[src/rtl/bus_decoder.sv]
// bus_decoder: 68000-style address decoder and bus-cycle controller.
//
// Decodes the CPU address into one of NUM_CS chip-select regions, inserts a
// per-region number of wait states, optionally waits for a per-region external
// ready, optionally holds the cycle for a single-step request, then returns
// DTACK to the CPU. All outputs are registered.
//
// Optional feature: define BUS_DECODER_TIMEOUT_EN to add an 8-bit bus-cycle
// watchdog that raises BERR_OUT after TIMEOUT cycles in WAIT/EXTRDY. Without
// the macro there is no ERR state and BERR_OUT is tied low.
//
// Ports:
//   MCLK_IN      system clock, rising edge
//   RESET_n_IN   asynchronous active-low reset
//   AS_IN        address strobe (active high)
//   WR_IN        write (1) / read (0)
//   UDS_IN       upper data strobe
//   LDS_IN       lower data strobe
//   ADDR_IN      24-bit CPU address
//   READY_IN     per-region external ready
//   STEPEN_IN    single-step enable
//   STEP_IN      single-step request
//   CS_OUT       one-hot chip selects
//   OE_OUT       read output enable
//   WE_OUT       {upper, lower} write enables
//   DTACK_OUT    data transfer acknowledge
//   BERR_OUT     bus error
`timescale 1ns/1ps

module bus_decoder #(
    parameter int unsigned               NUM_CS      = 4,
    parameter logic [24*NUM_CS-1:0]      REGION_BASE = {24'h300000, 24'h200000,
                                                        24'h100000, 24'h000000},
    parameter logic [24*NUM_CS-1:0]      REGION_MASK = {4{24'hF00000}},
    parameter logic [4*NUM_CS-1:0]       REGION_WAIT = 16'h3210,
    parameter logic [NUM_CS-1:0]         REGION_EXT  = 4'b1000,
    parameter int unsigned               TIMEOUT     = 255
) (
    input  logic              MCLK_IN,
    input  logic              RESET_n_IN,
    input  logic              AS_IN,
    input  logic              WR_IN,
    input  logic              UDS_IN,
    input  logic              LDS_IN,
    input  logic [23:0]       ADDR_IN,
    input  logic [NUM_CS-1:0] READY_IN,
    input  logic              STEPEN_IN,
    input  logic              STEP_IN,
    output logic [NUM_CS-1:0] CS_OUT,
    output logic              OE_OUT,
    output logic [1:0]        WE_OUT,
    output logic              DTACK_OUT,
    output logic              BERR_OUT
);

    typedef enum logic [2:0] {
        StIdle,
        StWait,
        StExtRdy,
        StStepHold,
        StAck
`ifdef BUS_DECODER_TIMEOUT_EN
        , StErr
`endif
    } state_e;

    state_e            state_q, state_d;
    logic [NUM_CS-1:0] cs_q, cs_d;
    logic              oe_q, oe_d;
    logic [1:0]        we_q, we_d;
    logic              dtack_q, dtack_d;
    logic              wr_q, wr_d;
    logic              ext_q, ext_d;
    logic [3:0]        wait_q, wait_d;
    logic              step_q;
    logic              step_pend_q, step_pend_d;

    // Address decode; iterate downwards so the lowest matching index wins.
    // An unmapped address behaves like an external-ready region that is
    // never ready, since no CS bit is set to pick a READY_IN line.
    logic [NUM_CS-1:0] dec_cs;
    logic [3:0]        dec_wait;
    logic              dec_ext;

    always_comb begin
        dec_cs   = '0;
        dec_wait = 4'd0;
        dec_ext  = 1'b1;
        for (int i = int'(NUM_CS) - 1; i >= 0; i--) begin
            if ((ADDR_IN & REGION_MASK[24*i +: 24]) ==
                (REGION_BASE[24*i +: 24] & REGION_MASK[24*i +: 24])) begin
                dec_cs    = '0;
                dec_cs[i] = 1'b1;
                dec_wait  = REGION_WAIT[4*i +: 4];
                dec_ext   = REGION_EXT[i];
            end
        end
    end

`ifdef BUS_DECODER_TIMEOUT_EN
    localparam logic [7:0] TmoLimit = 8'(TIMEOUT);
    logic [7:0] tmo_q, tmo_d;
    logic       berr_q, berr_d;
`else
    logic unused_timeout;
    assign unused_timeout = ^TIMEOUT;
`endif

    always_comb begin
        state_d     = state_q;
        cs_d        = cs_q;
        oe_d        = oe_q;
        we_d        = we_q;
        dtack_d     = dtack_q;
        wr_d        = wr_q;
        ext_d       = ext_q;
        wait_d      = wait_q;
        // Step edges count only while the cycle is parked in STEPHOLD.
        step_pend_d = (state_q == StStepHold) && STEP_IN && !step_q;
`ifdef BUS_DECODER_TIMEOUT_EN
        tmo_d       = tmo_q;
        berr_d      = berr_q;
`endif

        // 68000 data strobes lag AS, so write enables follow them every edge.
        if (state_q != StIdle) begin
            we_d = wr_q ? {UDS_IN, LDS_IN} : 2'b00;
        end

        case (state_q)
            StIdle: begin
                if (AS_IN) begin
                    state_d = StWait;
                    cs_d    = dec_cs;
                    oe_d    = !WR_IN;
                    we_d    = WR_IN ? {UDS_IN, LDS_IN} : 2'b00;
                    wr_d    = WR_IN;
                    ext_d   = dec_ext;
                    wait_d  = dec_wait;
`ifdef BUS_DECODER_TIMEOUT_EN
                    tmo_d   = 8'd0;
`endif
                end
            end
            StWait: begin
                if (wait_q != 4'd0) begin
                    wait_d = wait_q - 4'd1;
                end else if (ext_q) begin
                    state_d = StExtRdy;
                end else if (STEPEN_IN) begin
                    state_d = StStepHold;
                end else begin
                    state_d = StAck;
                    dtack_d = 1'b1;
                end
            end
            StExtRdy: begin
                if (|(READY_IN & cs_q)) begin
                    if (STEPEN_IN) begin
                        state_d = StStepHold;
                    end else begin
                        state_d = StAck;
                        dtack_d = 1'b1;
                    end
                end
            end
            StStepHold: begin
                if (step_pend_q) begin
                    state_d = StAck;
                    dtack_d = 1'b1;
                end
            end
            default: ;
        endcase

`ifdef BUS_DECODER_TIMEOUT_EN
        if ((state_q == StWait) || (state_q == StExtRdy)) begin
            if (tmo_q == TmoLimit) begin
                state_d = StErr;
                dtack_d = 1'b0;
                berr_d  = 1'b1;
            end else begin
                tmo_d = tmo_q + 8'd1;
            end
        end
`endif

        // AS dropping ends the cycle from any active state, normal or aborted.
        if ((state_q != StIdle) && !AS_IN) begin
            state_d = StIdle;
            cs_d    = '0;
            oe_d    = 1'b0;
            we_d    = 2'b00;
            dtack_d = 1'b0;
`ifdef BUS_DECODER_TIMEOUT_EN
            berr_d  = 1'b0;
`endif
        end
    end

    always_ff @(posedge MCLK_IN or negedge RESET_n_IN) begin
        if (!RESET_n_IN) begin
            state_q     <= StIdle;
            cs_q        <= '0;
            oe_q        <= 1'b0;
            we_q        <= 2'b00;
            dtack_q     <= 1'b0;
            wr_q        <= 1'b0;
            ext_q       <= 1'b0;
            wait_q      <= 4'd0;
            step_q      <= 1'b0;
            step_pend_q <= 1'b0;
`ifdef BUS_DECODER_TIMEOUT_EN
            tmo_q       <= 8'd0;
            berr_q      <= 1'b0;
`endif
        end else begin
            state_q     <= state_d;
            cs_q        <= cs_d;
            oe_q        <= oe_d;
            we_q        <= we_d;
            dtack_q     <= dtack_d;
            wr_q        <= wr_d;
            ext_q       <= ext_d;
            wait_q      <= wait_d;
            step_q      <= STEP_IN;
            step_pend_q <= step_pend_d;
`ifdef BUS_DECODER_TIMEOUT_EN
            tmo_q       <= tmo_d;
            berr_q      <= berr_d;
`endif
        end
    end

    assign CS_OUT    = cs_q;
    assign OE_OUT    = oe_q;
    assign WE_OUT    = we_q;
    assign DTACK_OUT = dtack_q;
`ifdef BUS_DECODER_TIMEOUT_EN
    assign BERR_OUT  = berr_q;
`else
    assign BERR_OUT  = 1'b0;
`endif

endmodule

[config.mk]
export PLATFORM = sky130hd
export DESIGN_NAME = bus_decoder
export DESIGN_NICKNAME = d
export VERILOG_FILES = /design/src/rtl/bus_decoder.sv
export SDC_FILE = /design/constraint.sdc
export NUM_CORES = 1
export LEC_CHECK = 0
export BUFFER_PORTS_ARGS = -buffer_cell sky130_fd_sc_hd__buf_2
export CAP_MARGIN = 20
export CORE_UTILIZATION = 51
export DETAILED_ROUTE_END_ITERATION = 8
export GPL_TIMING_DRIVEN = 0
export PLACE_DENSITY = 0.94
export SLEW_MARGIN = 0
export SYNTH_ARGS = -nofsm -noshare
export SYNTH_HDL_FRONTEND = slang
export SYNTH_SLANG_ARGS = --single-unit
[constraint.sdc]
create_clock -name MCLK_IN -period 3.1 [get_ports MCLK_IN]
set_clock_uncertainty 0.05 [all_clocks]
set_input_delay 0.155 -clock MCLK_IN [delete_from_list [all_inputs] [get_ports MCLK_IN]]
set_output_delay 0.155 -clock MCLK_IN [all_outputs]
set_load 0.01 [all_outputs]
# After elaboration in Yosys (flattened, before gate mapping)
# Cells that the tools add are included.
# classes
add_sub_neg	1
n_eq_ne	13
n_mux	41
bitwise_logic	1
reduce_logical	21
# ops
operator	count
4-bit 2-to-1 mux	10
24-bit logical NOT	1
3-bit 2-to-1 mux	7
2-bit 2-to-1 mux	9
1-bit 2-to-1 mux	12
3-bit inequality test, second input constant	4
3-bit case mux with 4 select lines	1
5-bit AND reduction	2
4-bit by 2-bit == test with 1-bit output, second input constant	2
4-bit case mux with 2 select lines	1
4-bit nonzero test	2
3-bit by 2-bit == test with 1-bit output, second input constant	2
2-bit nonzero test	3
5-bit nonzero test	1
4-bit AND	1
4-bit by 1-bit == test with 1-bit output, second input constant	1
2-bit inequality test, second input constant	2
2-bit AND reduction	2
4-bit OR reduction	1
4-bit by 1-bit subtractor with 4-bit output, second input constant	1
3-bit by 1-bit == test with 1-bit output, second input constant	1
1-bit logical AND	3
1-bit logical NOT	3
3-bit logical NOT	1
other kinds (4)	4
# word_totals
reg_bits	19
inputBits	36
out_inout_bits	9
elab_cells	87

# Longest topological paths before layout
# Gate-level depths: netlist of the first run.
# logic_depth
depth_word	8
ltp_mapped	9
mapped_depth_nobuf	7

# Least setup slack after synthesis of the first run
# Ideal clock, no wire load.
# synth_timing
path_kind	flip-flop to flip-flop
from	register state_q[1]
to	register state_q[1]
arrival_time_ps	1931
required_time_ps	2925
slack_ps	994
stages_incl_launch_ff	9
synth_period_minus_slack_ps	2106
cell_sequence	dfrtp_1 -> buf_2 -> nor3_2 -> inv_1 -> ha_1 -> a211oi_1 -> nand4_1 -> o211ai_2 -> mux2_4
# synth_between
elab_chain_len	4
# synth_rtl
element	line	rtl
from (decl)	67	state_e state_q, state_d;
from (signal assigned)	203	state_q <= StIdle;
from (signal assigned)	218	state_q <= state_d;
3-bit nonzero test	189	if ((state_q != StIdle) && !AS_IN) begin
1-bit logical AND	189	
3-bit inequality test (no source line), or another cell as far along	-	
5-bit AND reduction (no source line)	-	
# Parallel ways exist; a longest one is shown, timed or not.
# A chain may end at the register's enable or synchronous reset.

# Final worst setup path of the first run
# layout_timing
from	register state_q[1]
to	register cs_q[2], in the netlist CS_OUT[2]
# layout_between
elab_chain_len	4
# layout_rtl
element	line	rtl
3-bit nonzero test	189	
1-bit logical AND	189	
2-bit nonzero test (no source line)	-	
2-bit AND reduction (no source line)	-	
to (signal assigned)	219	cs_q <= cs_d;
to (decl)	68	logic [NUM_CS-1:0] cs_q, cs_d;
# Parallel ways exist; a longest one is shown, timed or not.

==> results.ini, run 1 <==
[logic_synthesis]
yosysMostFrequentCell=dfrtp_1
syn_nets=161
syn_area_mm2=0.00116
avgSynthCellArea_um2=9.80
ys_seq_area_frac=0.411
yosys_warnings=0
synth_area_leaders=dfrtp_1 41%, ha_1 7.6%, nand2_1 4.9%
synthTopCellsByCount=19 x dfrtp_1, 15 x nand2_1, 7 x a21oi_1, 7 x ha_1, 7 x inv_1
synth_enable_flop_cells=0
ys_ff_latch=19
postSynthCellCount=118
ys.flop_type=dfrtp_1
synth_top_area_cell=dfrtp_1
async_flop_share=1.00
synth_top_area_share=0.411
yosysUniqueCellTypes=46

[hold_path]
hold_end=OE_OUT
hold_start=WR_IN
hold_path.class=input pin to flip-flop
hold_depth=2

[cells_and_area]
final_layout_size_suffix_gt1_frac=0.259
final_nets=191
instances_no_fill=174
diodes=0
syn2layout_area_growth_pct=16.9
design_area_mm2=0.00135

[place]
dp.cells=168
gp_congestion=0.766
hpwl_um=1860
place_area_mm2=0.00131
io_buffers=23

[setup_path]
path_class=flip-flop to flip-flop
cp.required_ns=3.27
worstReg2RegStart=state_q[1]
regToRegEndpoint=CS_OUT[2]
crit_fanout=10
crit_path_start_kind=flip-flop
rrSetupSlack_ns=0.63
r2r.worst_path.cells=9
end_kind=flip-flop
arrival_ns=2.65

[clock_tree]
numCtsBuffers=3
clk_pin_slew_ns=0.11
clk_latency_ns=0.30
cts_tree=built
cts.htree.levels=1
cts_resized=0
cts_num_sinks=19
ctsHoldBuffers=2
cts.path.max_buffers=2
root_buffer=clkbuf_4
cts_setup_buffers=0

[power]
fin_total_pwr_uw=1290
p_sw_frac=0.445
p_int_uw=715
vdd_drop_max_v=0.000594
power-per-cell-area_mw_per_mm2=954
p_switching_uw=573
p_leak_uw=0.000652
p_clk_frac=0.100
pwr-share-seq=0.309
combPwrFrac=0.591

[drt]
dr.pass1.iters=4
ant_nets=0
routedWlPerCell_um=14.1
drt_wl_total_um=2460
viasPerCell=5.67
top_layer_used=met4
vias=986
wl_met2_um=1250
wl_met1_um=1100
drc_errors=0
drtIter0Drc=33
wl_met3_um=78

[timing]
finalHoldViolCount=0
fin_crit_sh=0.797
drv_slew=0
fmaxAchievable_mhz=405
finalCriticalPeriod_ns=2.47
setup_viol=0
rsz0062_at_grt=false
whs_ns=0.0136
tns_ns=0

[floorplan]
num_rows=16
die-width_um=49.6
start_util=0.566
die_h_um=49.6
die-area_mm2=0.00246
pin_count=45
core_area_mm2=0.00204

[job]
drv_cap=0

[global_route]
grt_use_total=0.222
grt_pass1_wl_um=4200
grt-ovfl-total=0
grt_max_degree=20
antenna_found_initial=0
first_global_vias=985

[outcome]
outcome=finished clean

[cell usage in the layout (no fill, tap or decap), types with 3 or more instances in the layout]
cell	count
clkbuf_1	3
nor2_1	5
inv_1	7
a21oi_1	7
dfrtp_1	19
clkbuf_4	3
ha_1	7
nor3_1	5
a22oi_1	3
buf_2	26
nand2_1	15
[power groups by stage]
stage               Sequential (µW)  Clock, µW  Combinational (µW)
finish                          398        129                 762
global route                    406        136                 846
CTS                             397        127                 760
detailed placement              401          0                 753
global placement                394          0                 709
floorplan                       401          0                 579
[metal layers]
| metal | GRT usage | vias to the layer above |
|---|---|---|
| li1 | - | 489 |
| met1 | 0.275 | 469 |
| met2 | 0.403 | 24 |
| met3 | 0.0216 | 4 |
| met4 | 0.0667 | 0 |
| met5 | 0 | - |
[per-stage QoR]
step	setup WS, ns	utilization
6_report	0.629	0.662
5_1_grt	0.472	0.662
4_1_cts	0.632	0.662
3_5_place_dp	0.641	0.639
3_3_place_gp	0.819	0.639
2_1_floorplan	0.994	-
[layout make-up]
type,instances,area (µm²)
Buffer,7,33.8
Clock buffer,4,26.3
Fill cell,154,691
Inverter,7,26.3
Multi-Input combinational cell,85,621
Sequential cell,19,475
Tap cell,27,33.8
Timing Repair Buffer,25,135
[cells by family after synthesis]
family	share of synthesized area
compound gates	0.207
xor+xnor	0.00758
fa+ha+maj	0.0758
buf+inv	0.0520
flops	0.411
mux	0.0227
other cells	0.00324
simple gates	0.221
[how the worst max path moves through the flow]
| stage | endpoint | slack (ns) | cells past startpoint | from |
|---|---|---|---|---|
| 2_1_floorplan | state_q[1] | 0.99 | 8 | state_q[1] |
| 3_3_place_gp | state_q[1] | 0.82 | 8 | state_q[1] |
| 3_5_place_dp | CS_OUT[1] | 0.64 | 7 | state_q[1] |
| 4_1_cts | CS_OUT[1] | 0.63 | 7 | state_q[1] |
| 5_1_grt | CS_OUT[1] | 0.47 | 7 | state_q[1] |
| 6_report | CS_OUT[2] | 0.63 | 9 | state_q[1] |
[flip-flops by register name, indices dropped and copies added, names as in the netlist]
| name | cells |
|---|---|
| CS_OUT | 4 |
| wait_q | 4 |
| state_q | 3 |
| WE_OUT | 2 |
| DTACK_OUT | 1 |
| OE_OUT | 1 |
| ext_q | 1 |
| step_pend_q | 1 |
| step_q | 1 |
| wr_q | 1 |
[critical path, cell delays in order, from the launching register on]
cell	delay [ns]
dfrtp_1	0.42
buf_2	0.20
nor3_2	0.40
inv_1	0.16
ha_1	0.20
clkbuf_1	0.23
or3_1	0.43
nor2_1	0.11
nand2_1	0.06
o21ai_1	0.12
(Power assumes the default switching activity.)
==> inputs of run 2 (changes only) <==
Settings changed: CORE_UTILIZATION 51 to 48, PLACE_DENSITY 0.94 to 0.9.
Clock period 3.1 ns to 2.55 ns, I/O delays scaled along.
==> run 2 against run 1 <==
Count of clock-buffer cells in the layout is the same; combinational power grew 22%; setup slack got worse by 0.43 ns; sequential share of layout area down 0.45 points; non-clock buffer count rose by 1; wire length shrank 0.65%; via count is 0.51% higher.
==> results.ini, run 2 (synthesized netlist as in run 1, its figures left out) <==
[outcome]
outcome=finished clean

[global_route]
grt_max_degree=20
grt-ovfl-total=0
grt_pass1_wl_um=4090
first_global_vias=959
grt_use_total=0.210
antenna_found_initial=0

[place]
io_buffers=23
gp_congestion=0.746
hpwl_um=1840

[power]
p_clk_frac=0.100
p_leak_uw=0.000657
vdd_drop_max_v=0.000761
p_switching_uw=699
p_sw_frac=0.444
p_int_uw=875
pwr-share-seq=0.308
combPwrFrac=0.592
power-per-cell-area_mw_per_mm2=1150

[cells_and_area]
diodes=0
final_nets=192
fin_util=0.613
final_layout_size_suffix_gt1_frac=0.257
syn2layout_area_growth_pct=18.4
final_cell_mix=26 x buf_2, 19 x dfrtp_1, 15 x nand2_1
fillers=205
final_common_cell=buf_2

[floorplan]
die-width_um=51.1
num_rows=17
start_util=0.518
die-area_mm2=0.00261
die_h_um=51.1
core_area_mm2=0.00223
pin_count=45

[clock_tree]
cts_setup_buffers=0
numCtsBuffers=3
clk_latency_ns=0.30
clk_pin_slew_ns=0.11
cts.path.max_buffers=2
root_buffer=clkbuf_4
cts_tree=built
cts.htree.levels=1
cts_num_sinks=19

[timing]
setup_viol=0
tns_ns=0
max-slew-margin-rel=0.642
fin_crit_sh=0.921
fmaxAchievable_mhz=426
drv_slew=0
rsz0062_at_grt=false
finalCriticalPeriod_ns=2.35
worstMarginPinSlew_ns=0.529
finalHoldViolCount=0

[setup_path]
arrival_ns=2.49
critPathTopFamily=simple AND/OR/NAND/NOR gates
crit_path_end=CS_OUT[1]
regToRegEndpoint=CS_OUT[1]
crit_fanout=10
crit_chain=buf_2, nor3_4, inv_1, ha_1, clkbuf_1, or3_1, o41ai_1
path_class=flip-flop to flip-flop
crit_path_start_kind=flip-flop
r2r.worst_path.cells=7
path_buf_inv=3
worstReg2RegStart=state_q[1]
slowest_stage=or3_1
startpoint=state_q[1]
critical-path-max-stage-delay_ns=0.43
cp.depth=7
end_kind=flip-flop
rrSetupSlack_ns=0.20
cp.required_ns=2.69

[drt]
drt_wl_total_um=2440
drtIter0Drc=10
viasPerCell=5.63
vias=991
drc_errors=0
routedWlPerCell_um=13.9
dr.pass1.iters=4
ant_nets=0

[job]
drv_cap=0

[hold_path]
hold_path.class=input pin to flip-flop

[run 2: changes by cell type in the layout (fill, tap and decap cells not counted), sizes merged]
cell	before	now
dlygate4sd3	2	3
[run 2: area by class of cell]
| cell class | instances | area (µm²) | share of cell area |
|---|---|---|---|
| multi-input cells | 85 | 627 | 0.458 |
| flip-flops and latches | 19 | 475 | 0.347 |
| repair buffers | 26 | 145 | 0.106 |
| well taps | 28 | 35.0 | 0.0256 |
| plain buffers | 7 | 33.8 | 0.0247 |
| clock buffers | 4 | 26.3 | 0.0192 |
| inverters | 7 | 26.3 | 0.0192 |
[run 2: worst min path at each step]
stage | start | endpoint | slack, ns | depth (start not counted)
6_report | ADDR_IN[20] | CS_OUT[0] | 0.02 | 2
5_1_grt | ADDR_IN[21] | CS_OUT[1] | 0.02 | 2
4_1_cts | ADDR_IN[21] | CS_OUT[0] | 0.02 | 2
2_1_floorplan | RESET_n_IN | CS_OUT[0] | -0.22 | 0
3_3_place_gp | RESET_n_IN | WE_OUT[0] | 0.03 | 1
3_5_place_dp | RESET_n_IN | wr_q | 0.05 | 1
[run 2: timing repair]
item                       CTS  global route
hold endpoints to repair    21             0
setup endpoints to repair    0             5
gates resized for setup      0             1
hold buffers                 3             0
[run 2: power groups by stage]
stage          clock (µW)  sequential, µW  combinational, µW
5_1_grt               173             498               1030
2_1_floorplan           0             487                704
4_1_cts               157             483                918
3_5_place_dp            0             489                911
3_3_place_gp            0             480                864
6_report              157             485                932
[run 2: stage by stage]
stage          power (µW)  instance area (µm²)  instances  hold slack [ns]  setup slack (ns)
6_report             1570                 1370        176           0.0180             0.202
5_1_grt              1700                 1370        176           0.0198            0.0491
4_1_cts              1560                 1360        176           0.0169             0.107
3_5_place_dp         1400                 1310        169           0.0486             0.147
3_3_place_gp         1340                 1310        169           0.0331             0.259
2_1_floorplan        1190                 1160        118           -0.218             0.444
[run 2: layer usage]
layer	wire (µm)	track usage	vias up
li1	-	-	490
met1	1120	0.254	468
met2	1200	0.386	28
met3	95	0.0298	5
met4	24	0.0556	0
met5	0	0	-
